[config.mk]
export PLATFORM = sky130hd
export DESIGN_NAME = i2c_bus_monitor_flat
export DESIGN_NICKNAME = d
export VERILOG_FILES = /design/src/rtl/i2c_pkg.sv /design/src/rtl/i2c_bus_monitor_if.sv /design/src/rtl/i2c_line_filter.sv /design/src/rtl/i2c_bus_monitor.sv /design/src/flat_wrapper.sv
export SDC_FILE = /design/constraint.sdc
export NUM_CORES = 1
export LEC_CHECK = 0
export CAP_MARGIN = 20
export CORE_UTILIZATION = 50
export DETAILED_ROUTE_END_ITERATION = 16
export PLACE_DENSITY = 0.83
export SETUP_SLACK_MARGIN = 0.15
export SYNTH_ARGS = -nofsm -noshare
export SYNTH_HDL_FRONTEND = slang
export SYNTH_SLANG_ARGS = --single-unit
export TNS_END_PERCENT = 5
[constraint.sdc]
create_clock -name clk -period 1.9 [get_ports clk]
set_clock_uncertainty 0.1 [all_clocks]
set_input_delay 0.285 -clock clk [delete_from_list [all_inputs] [get_ports clk]]
set_output_delay 0.285 -clock clk [all_outputs]
set_load 0.01 [all_outputs]
[src/rtl/i2c_pkg.sv]
// Shared types and constants for the I2C address-translator receive path.
package i2c_pkg;
  typedef enum logic [1:0] {
    IDLE = 2'd0,
    ADDR = 2'd1,
    DATA = 2'd2
  } state_e;

  localparam int I2C_SLOT_BITS = 9;
  localparam int I2C_ADDR_BITS = 7;
  localparam int I2C_CNT_W     = 4;
endpackage

[src/rtl/i2c_bus_monitor_if.sv]
// Bundle of raw bus inputs and decoded monitor outputs.
interface i2c_bus_monitor_if;
  logic       scl_in;
  logic       sda_in;
  logic       start_det;
  logic       stop_det;
  logic       byte_valid;
  logic [7:0] byte_data;
  logic       byte_is_addr;
  logic       ack_bit;
  logic       bus_busy;
  logic       frame_err;

  modport master (
    input  scl_in, sda_in,
    output start_det, stop_det, byte_valid, byte_data,
           byte_is_addr, ack_bit, bus_busy, frame_err
  );

  modport slave (
    output scl_in, sda_in,
    input  start_det, stop_det, byte_valid, byte_data,
           byte_is_addr, ack_bit, bus_busy, frame_err
  );
endinterface

[src/rtl/i2c_line_filter.sv]
// Synchroniser plus stability filter for one raw bus line; idles high.
module i2c_line_filter #(
  parameter int SYNC_STAGES = 2,
  parameter int FILTER_LEN  = 3
) (
  input  logic clk,
  input  logic rst,
  input  logic line_i,
  output logic line_o
);
  localparam int CW = (FILTER_LEN > 1) ? $clog2(FILTER_LEN) : 1;

  logic [SYNC_STAGES-1:0] sync_q;
  logic [CW-1:0]          cnt_q, cnt_d;
  logic                   filt_q, filt_d;
  logic                   samp;

  assign samp = sync_q[SYNC_STAGES-1];

  // cnt_q holds how many consecutive samples already disagreed with the output
  always_comb begin
    filt_d = filt_q;
    cnt_d  = '0;
    if (samp != filt_q) begin
      if (cnt_q == CW'(FILTER_LEN - 1))
        filt_d = samp;
      else
        cnt_d = cnt_q + 1'b1;
    end
  end

  always_ff @(posedge clk or posedge rst) begin
    if (rst) begin
      sync_q <= '1;
      cnt_q  <= '0;
      filt_q <= 1'b1;
    end else begin
      sync_q <= {sync_q[SYNC_STAGES-2:0], line_i};
      cnt_q  <= cnt_d;
      filt_q <= filt_d;
    end
  end

  assign line_o = filt_q;
endmodule

[src/rtl/i2c_bus_monitor.sv]
// Passive I2C receive front end: line filtering, START/STOP detection and
// 9-bit slot deserialisation with address-byte flagging.
module i2c_bus_monitor
  import i2c_pkg::*;
#(
  parameter int SYNC_STAGES = 2,
  parameter int FILTER_LEN  = 3
) (
  input logic               clk,
  input logic               rst,
  i2c_bus_monitor_if.master bus
);
  logic [1:0] raw_w, filt_w;
  logic       scl_f, sda_f;

  assign raw_w = {bus.sda_in, bus.scl_in};

  for (genvar gi = 0; gi < 2; gi++) begin : g_line
    i2c_line_filter #(
      .SYNC_STAGES(SYNC_STAGES),
      .FILTER_LEN (FILTER_LEN)
    ) u_filter (
      .clk   (clk),
      .rst   (rst),
      .line_i(raw_w[gi]),
      .line_o(filt_w[gi])
    );
  end

  assign scl_f = filt_w[0];
  assign sda_f = filt_w[1];

  logic                 scl_d1_q, sda_d1_q;
  state_e               state_q;
  logic [I2C_CNT_W-1:0] bit_cnt_q;
  logic [7:0]           shift_q;
  logic                 samp_q, pend_q;
  logic                 start_det_q, stop_det_q, byte_valid_q, frame_err_q;
  logic [7:0]           byte_data_q;
  logic                 byte_is_addr_q, ack_bit_q, bus_busy_q;

  logic scl_rise, scl_fall, scl_hold, start_ev, stop_ev;

  assign scl_rise = scl_f & ~scl_d1_q;
  assign scl_fall = ~scl_f & scl_d1_q;
  assign scl_hold = scl_f & scl_d1_q;
  assign start_ev = scl_hold & sda_d1_q & ~sda_f;
  assign stop_ev  = scl_hold & ~sda_d1_q & sda_f;

  // Data bits are sampled on SCL rise but only committed on the following
  // fall, so the SCL-high phase that frames a STOP or repeated START does not
  // count as a started slot.
  always_ff @(posedge clk or posedge rst) begin
    if (rst) begin
      scl_d1_q       <= 1'b1;
      sda_d1_q       <= 1'b1;
      state_q        <= IDLE;
      bit_cnt_q      <= '0;
      shift_q        <= '0;
      samp_q         <= 1'b0;
      pend_q         <= 1'b0;
      start_det_q    <= 1'b0;
      stop_det_q     <= 1'b0;
      byte_valid_q   <= 1'b0;
      frame_err_q    <= 1'b0;
      byte_data_q    <= 8'h00;
      byte_is_addr_q <= 1'b0;
      ack_bit_q      <= 1'b1;
      bus_busy_q     <= 1'b0;
    end else begin
      scl_d1_q     <= scl_f;
      sda_d1_q     <= sda_f;
      start_det_q  <= start_ev;
      stop_det_q   <= stop_ev;
      byte_valid_q <= 1'b0;
      frame_err_q  <= 1'b0;
      if (start_ev || stop_ev) begin
        if (state_q != IDLE && bit_cnt_q != '0)
          frame_err_q <= 1'b1;
        bit_cnt_q <= '0;
        pend_q    <= 1'b0;
        if (start_ev) begin
          state_q    <= ADDR;
          bus_busy_q <= 1'b1;
        end else begin
          state_q    <= IDLE;
          bus_busy_q <= 1'b0;
        end
      end else if (state_q != IDLE) begin
        if (scl_rise) begin
          if (bit_cnt_q == I2C_CNT_W'(I2C_SLOT_BITS - 1)) begin
            byte_data_q    <= shift_q;
            ack_bit_q      <= sda_f;
            byte_is_addr_q <= (state_q == ADDR);
            byte_valid_q   <= 1'b1;
            state_q        <= DATA;
            bit_cnt_q      <= '0;
          end else begin
            samp_q <= sda_f;
            pend_q <= 1'b1;
          end
        end else if (scl_fall && pend_q) begin
          shift_q   <= {shift_q[6:0], samp_q};
          bit_cnt_q <= bit_cnt_q + 1'b1;
          pend_q    <= 1'b0;
        end
      end
    end
  end

  assign bus.start_det    = start_det_q;
  assign bus.stop_det     = stop_det_q;
  assign bus.byte_valid   = byte_valid_q;
  assign bus.byte_data    = byte_data_q;
  assign bus.byte_is_addr = byte_is_addr_q;
  assign bus.ack_bit      = ack_bit_q;
  assign bus.bus_busy     = bus_busy_q;
  assign bus.frame_err    = frame_err_q;
endmodule

[src/flat_wrapper.sv]
// flat-port wrapper written by rule: the top's interface ports become plain ports
module i2c_bus_monitor_flat import i2c_pkg::*;
#(
  parameter int SYNC_STAGES = 2,
  parameter int FILTER_LEN  = 3
)
  (clk, rst, bus_scl_in, bus_sda_in, bus_start_det, bus_stop_det, bus_byte_valid, bus_byte_data, bus_byte_is_addr, bus_ack_bit, bus_bus_busy, bus_frame_err);
  i2c_bus_monitor_if bus_i ();
  input logic clk;
  input logic rst;
  input wire logic [$bits(bus_i.scl_in)-1:0] bus_scl_in;
  input wire logic [$bits(bus_i.sda_in)-1:0] bus_sda_in;
  output wire logic [$bits(bus_i.start_det)-1:0] bus_start_det;
  output wire logic [$bits(bus_i.stop_det)-1:0] bus_stop_det;
  output wire logic [$bits(bus_i.byte_valid)-1:0] bus_byte_valid;
  output wire logic [$bits(bus_i.byte_data)-1:0] bus_byte_data;
  output wire logic [$bits(bus_i.byte_is_addr)-1:0] bus_byte_is_addr;
  output wire logic [$bits(bus_i.ack_bit)-1:0] bus_ack_bit;
  output wire logic [$bits(bus_i.bus_busy)-1:0] bus_bus_busy;
  output wire logic [$bits(bus_i.frame_err)-1:0] bus_frame_err;
  assign bus_i.scl_in = bus_scl_in;
  assign bus_i.sda_in = bus_sda_in;
  assign bus_start_det = bus_i.start_det;
  assign bus_stop_det = bus_i.stop_det;
  assign bus_byte_valid = bus_i.byte_valid;
  assign bus_byte_data = bus_i.byte_data;
  assign bus_byte_is_addr = bus_i.byte_is_addr;
  assign bus_ack_bit = bus_i.ack_bit;
  assign bus_bus_busy = bus_i.bus_busy;
  assign bus_frame_err = bus_i.frame_err;
  i2c_bus_monitor #(.SYNC_STAGES(SYNC_STAGES), .FILTER_LEN(FILTER_LEN)) u_core (.clk(clk), .rst(rst), .bus(bus_i));
endmodule
* Word level (Yosys, flattened, before mapping) *
Index checks and enable logic that the tools add are counted.

operators by class
  mux-type cells = 26
  reduce and logical (&&, ||, !) cells = 17
  eq/ne operators = 8
  add/sub/neg operators = 3
  bitwise logic cells = 14

operator list
  operator             number
  $mux 4               5
  $mux 2               8
  $mux 1               13
  $reduce_and 4->1     3
  $reduce_and 3->1     3
  $reduce_bool 2->1    4
  $and 1x1->1          7
  $not 1->1            7
  $ne 3x3->1 const B   2
  $add 2x1->2 const B  2
  $add 4x1->4 const B  1
  $eq 2x2->1 const B   2
  $eq 4x4->1 const B   1
  $reduce_and 2->1     2
  $reduce_bool 4->1    1
  $reduce_bool 3->1    1
  $eq 2x1->1 const B   1
  $logic_and 1x1->1    2
  $ne 1x1->1           2
  $logic_or 1x1->1     1

storage, ports and cells
  register bits = 43

* Logic depth before layout (Yosys ltp) *
  depth in word-level cells = 7
  mapped depth = 6

* Cells and area by module *
Synthesis repeated with hierarchy kept, for this count alone.

second synthesis, totals
  cells, all modules = 123
  area, all modules = 1794.2 um^2

by module, submodules not included
  module           area an instance (um^2)  instances  cells each  sequential area each (um^2)
  i2c_bus_monitor  1428.9                   1          101         829.5
  i2c_line_filter  182.7                    2          11          128.9

* Least setup slack after synthesis *
OpenSTA, ideal clock, no wires.

  path kind = register to register
  from = reg u_core.scl_d1_q
  to = reg u_core.shift_q[0]
  cell stages (with the launch flop) = 6
  setup slack = 0.198 ns
  required time = 1.675 ns
  period minus slack after synthesis = 1.702 ns
  path buffers = 2
  arrival time = 1.477 ns
  path through = dfstp_2 buf_4 inv_1 nor4_4 buf_4 mux2_2

between the ends
  cells in the longest elaborated chain, start to end = 6

ends and longest elaborated chain
  what                                         line                                          RTL
  start: declaration                           i2c_bus_monitor.sv:33                         logic scl_d1_q, sda_d1_q;
  start signal: assignment                     i2c_bus_monitor.sv:71                         scl_d1_q <= scl_f;
  $and 1x1->1                                  i2c_bus_monitor.sv:46                         assign scl_hold = scl_f & scl_d1_q;
  $and 1x1->1 (on tied branches) (2 in a row)  i2c_bus_monitor.sv:47, i2c_bus_monitor.sv:48
  $logic_or 1x1->1                             i2c_bus_monitor.sv:77                         if (start_ev || stop_ev) begin
  $not 1->1 (no line)                          --
  $reduce_and 4->1 (no line) (*)               --
  end signal: assignment                       i2c_bus_monitor.sv:103                        shift_q <= {shift_q[6:0], samp_q};
  end: declaration                             i2c_bus_monitor.sv:36                         logic [7:0] shift_q;

Mark *: on every way between the ends. The rest lies on a longest branch, timed or not.
A chain may end at the register's enable or synchronous reset.

* Final worst setup path *
  from = reg u_core.bit_cnt_q[1]
  to = reg u_core.byte_data_q[4] (netlist: u_core.bus.byte_data[4])

between the ends
  cells in the longest elaborated chain, start to end = 2

ends and longest elaborated chain
  what                        line                    RTL
  start: declaration          i2c_bus_monitor.sv:35   logic [I2C_CNT_W-1:0] bit_cnt_q;
  start signal: assignment    i2c_bus_monitor.sv:104  bit_cnt_q <= bit_cnt_q + 1'b1;
  $eq 4x4->1                  i2c_bus_monitor.sv:91   if (bit_cnt_q == I2C_CNT_W'(I2C_SLOT_BITS - 1)) begin
  $reduce_and 4->1 (no line)  --
  end signal: assignment      i2c_bus_monitor.sv:92   byte_data_q <= shift_q;
  end: declaration            i2c_bus_monitor.sv:39   logic [7:0] byte_data_q;

No other way between the ends.

==> flow_summary_export.csv <==
group,metric,value,unit
clocking,worst_skew_pair.late_latency,0.35,ns
clocking,cts_made_buffers,5,
global_route,grt_pass1_vias,986,
sta,post-route-min-period,1.82,ns
sta,hold_slack,0.171,ns
critical_path,critPathKind,"flip-flop to flip-flop",
critical_path,crit_chain,"inv_2 > ha_2 > nand3b_1 > nor3_4 > buf_6 > buf_12 > mux2_4",
power,seqPwrFrac,0.491,
synth,syn_area,0.00176,sq mm
placed_design,dp_hpwl,1820,um
clocking,clk_pin_slew_worst_paths,0.12,ns
critical_path,cpPeakStageDelay,0.44,ns
route,drcViolationCount,0,
power,power.share.clock,0.161,
finish,layout_commonest_cell,"dfrtp_1",
floorplan,die_h,61.4,um
power,power_density,1290,mW/mm^2
power,peakVddDrop,0.927,mV
global_route,overflow,0,
placed_design,place_congestion,0.852,
synth,ys_types,33,
sta,setup_slack,0.0765,ns
route,routed_wl,3070,um
global_route,antenna_found_initial,0,
clocking,cts_sinks,43,
finish,n_fill_cell,248,
power,power_switching,0.973,mW
power,p_int,1.87,mW
flow_run,cap_viol_max_count,0,
sta,worst_pin_slew,0.336,ns
critical_path,critPathMaxFanout,6,
synth,synth_seq_cells,43,
route,dr.first_iter.drc_count,15,
finish,syn_to_final_growth,25.0,%
route,firstDrtPassIters,3,
global_route,grt.total_usage,0.167,
placed_design,port_buffers,18,
sta,hold_violations,0,
synth,avgSynthCellArea,14.0,sq um
clocking,htree_levels,2,
floorplan,num_rows,21,
route,drt.antenna.violating_nets,0,
sta,timing.final.crit_share,0.960,
sta,slew_viol_final,0,
power,comb_power_share,0.348,
critical_path,cpMaxStageDelayCell,"dfrtp_1",
synth,synth.net_count,132,
critical_path,arrival,1.97,ns
finish,drive_above_1_share,0.358,
sta,fmax,0.548,GHz
critical_path,crit_path_start_kind,"flip-flop",
finish,nNetsFinal,164,
outcome,status,"completed",
placed_design,dp_slack,0.103,ns
min_path,hold_class,"primary input to async pin",
route,avgViaCountPerCell,5.07,
critical_path,critPathCaptureType,"flip-flop",
floorplan,initial_core_util,0.525,
critical_path,cp_top_family,"flip-flops",
floorplan,dieWidth,61.4,um
sta,relSlewSlack,0.775,
synth,syn-instance-count,126,
sta,setup_tns,0,ns
sta,rsz0062_at_grt,"true",
clocking,clockRootBuffer,"clkbuf_4",
floorplan,die_area,0.00377,sq mm
global_route,grt_max_degree,44,
clocking,cts.hold.buffers_added,0,
critical_path,crit_required,2.05,ns
floorplan,core,0.00336,sq mm
floorplan,io_pins,19,
global_route,grt_pass1_wl,4300,um
clocking,clock_path_buffers,2,
route,wire_per_inst,15.0,um
route,vias,1040,
power,p_leak,0.994,nW
sta,setup_viol,0,
synth,ys_seq_area_frac,0.616,
synth,synth_warnings,0,
finish,final_cell_mix,"dfrtp_1, clkdlybuf4s50_1, mux2_2",
finish,antenna_cells,0,
power,p_sw_frac,0.343,
clocking,cts_tree,"built",
critical_path,crit_buf_inv,3,
==> power groups by stage <==
stage	registers, mW	logic, mW	clock network [mW]
finish	1.40	0.988	0.457
global route	1.43	1.09	0.500
global placement	1.37	0.868	0
detailed placement	1.39	0.905	0
floorplan	1.35	0.694	0
CTS	1.38	0.911	0.468
==> worst reg2reg max path: stages, from the launching register on <==
cell and delay [ns]:
dfrtp_1 0.44, inv_2 0.08, ha_2 0.18, nand3b_1 0.15, nor3_4 0.19, buf_6 0.15
buf_12 0.13, mux2_4 0.31
==> metal layers <==
| layer | share of wire | global-route usage |
|---|---|---|
| met5 | 0 | 0 |
| met4 | 0.021 | 0.124 |
| met3 | 0.027 | 0.0441 |
| met2 | 0.47 | 0.252 |
| met1 | 0.48 | 0.210 |
==> kinds of logic after synthesis <==
family	share of synthesized area
simple gates	0.123
buf+inv	0.0326
mux	0.140
fa+ha+maj	0.0142
compound gates	0.0553
xor+xnor	0.0192
flops	0.616
==> registers in the layout, indices dropped and copies added (netlist names), 2 cells and up <==
register	cells
u_core.shift_q	8
u_core.g_line.u_filter.line_o	2
u_core.bit_cnt_q	4
u_core.g_line.u_filter.sync_q	4
u_core.state_q	2
u_core.g_line.u_filter.cnt_q	4
u_core.bus.byte_data	8
==> metrics by stage <==
| stage | instances | cell area [sq um] | utilization | power [mW] |
|---|---|---|---|---|
| after floorplan | 126 | 1760 | - | 2.05 |
| after global placement | 191 | 2040 | 0.606 | 2.24 |
| after detailed placement | 191 | 2040 | 0.606 | 2.30 |
| after CTS | 199 | 2100 | 0.623 | 2.76 |
| after global routing | 205 | 2210 | 0.656 | 3.02 |
| final | 205 | 2210 | 0.656 | 2.84 |
==> final cells by class <==
| cell class | count | area (sq um) | area share |
|---|---|---|---|
| tap | 46 | 57.6 | 0.0261 |
| inverter | 6 | 22.5 | 0.0102 |
| timing repair buffer | 30 | 315 | 0.143 |
| clock inverter | 1 | 5.00 | 0.00227 |
| sequential | 43 | 1090 | 0.493 |
| clock buffer | 7 | 55.1 | 0.0250 |
| multi-input combinational | 72 | 663 | 0.301 |
==> synthesized netlist by cell type <==
| library cell | count | area [sq um] |
|---|---|---|
| mux2i_1 | 1 | 10.0 |
| nand2_1 | 4 | 15.0 |
| a211o_1 | 1 | 8.76 |
| nor3_1 | 5 | 25.0 |
| a311oi_2 | 1 | 15.0 |
| o21ai_0 | 4 | 20.0 |
| inv_1 | 6 | 22.5 |
| dfrtp_1 | 34 | 851 |
| nor3_4 | 1 | 16.3 |
| and3b_1 | 2 | 17.5 |
| o21ai_1 | 1 | 5.00 |
| nand3b_1 | 1 | 7.51 |
| ha_1 | 2 | 25.0 |
| nor2_1 | 3 | 11.3 |
| o21bai_1 | 1 | 7.51 |
| nor4_4 | 1 | 21.3 |
| xnor2_1 | 2 | 17.5 |
| o21a_1 | 1 | 7.51 |
| mux2_2 | 21 | 236 |
| nor3b_2 | 1 | 12.5 |
| a221o_1 | 1 | 10.0 |
| dfstp_2 | 9 | 236 |
| buf_4 | 4 | 30.0 |
| nor3b_1 | 5 | 37.5 |
| nor2_4 | 1 | 11.3 |
| a21oi_1 | 3 | 15.0 |
| nand2b_1 | 2 | 12.5 |
| xor2_2 | 1 | 16.3 |
| nand3_1 | 2 | 10.0 |
| nor2b_1 | 2 | 12.5 |
| a22o_1 | 1 | 8.76 |
| buf_2 | 1 | 5.00 |
| and3_1 | 1 | 6.26 |
==> path summary, 6_finish.rpt <==
check / from / endpoint / slack (ns) / cells after the start
min in group clk: bus_scl_in / u_core.g_line[0].u_filter.sync_q[0]$_DFF_PP1_ / 0.24 / 1
max in group asynchronous: rst / u_core.g_line[0].u_filter.line_o$_DFFE_PP1P_ / 1.25 / 3
min reg2reg: u_core.g_line[0].u_filter.sync_q[0]$_DFF_PP1_ / u_core.g_line[0].u_filter.sync_q[1]$_DFF_PP1_ / 0.26 / 0
max: u_core.bit_cnt_q[1]$_DFFE_PP0P_ / u_core.bus.byte_data[4]$_DFFE_PP0P_ / 0.08 / 7
min: rst / u_core.shift_q[1]$_DFFE_PP0P_ / 0.17 / 3
max reg2reg: u_core.bit_cnt_q[1]$_DFFE_PP0P_ / u_core.bus.byte_data[4]$_DFFE_PP0P_ / 0.08 / 7
==> repair_timing <==
action | 4_1_cts | 5_1_grt
resized for setup | 1 | 12
endpoints found under the setup margin | 11 | 13
buffers inserted | 0 | 5
gates cloned | 0 | 1
pin swaps | 0 | 2
Note: power is estimated with default switching activity, not from simulation.
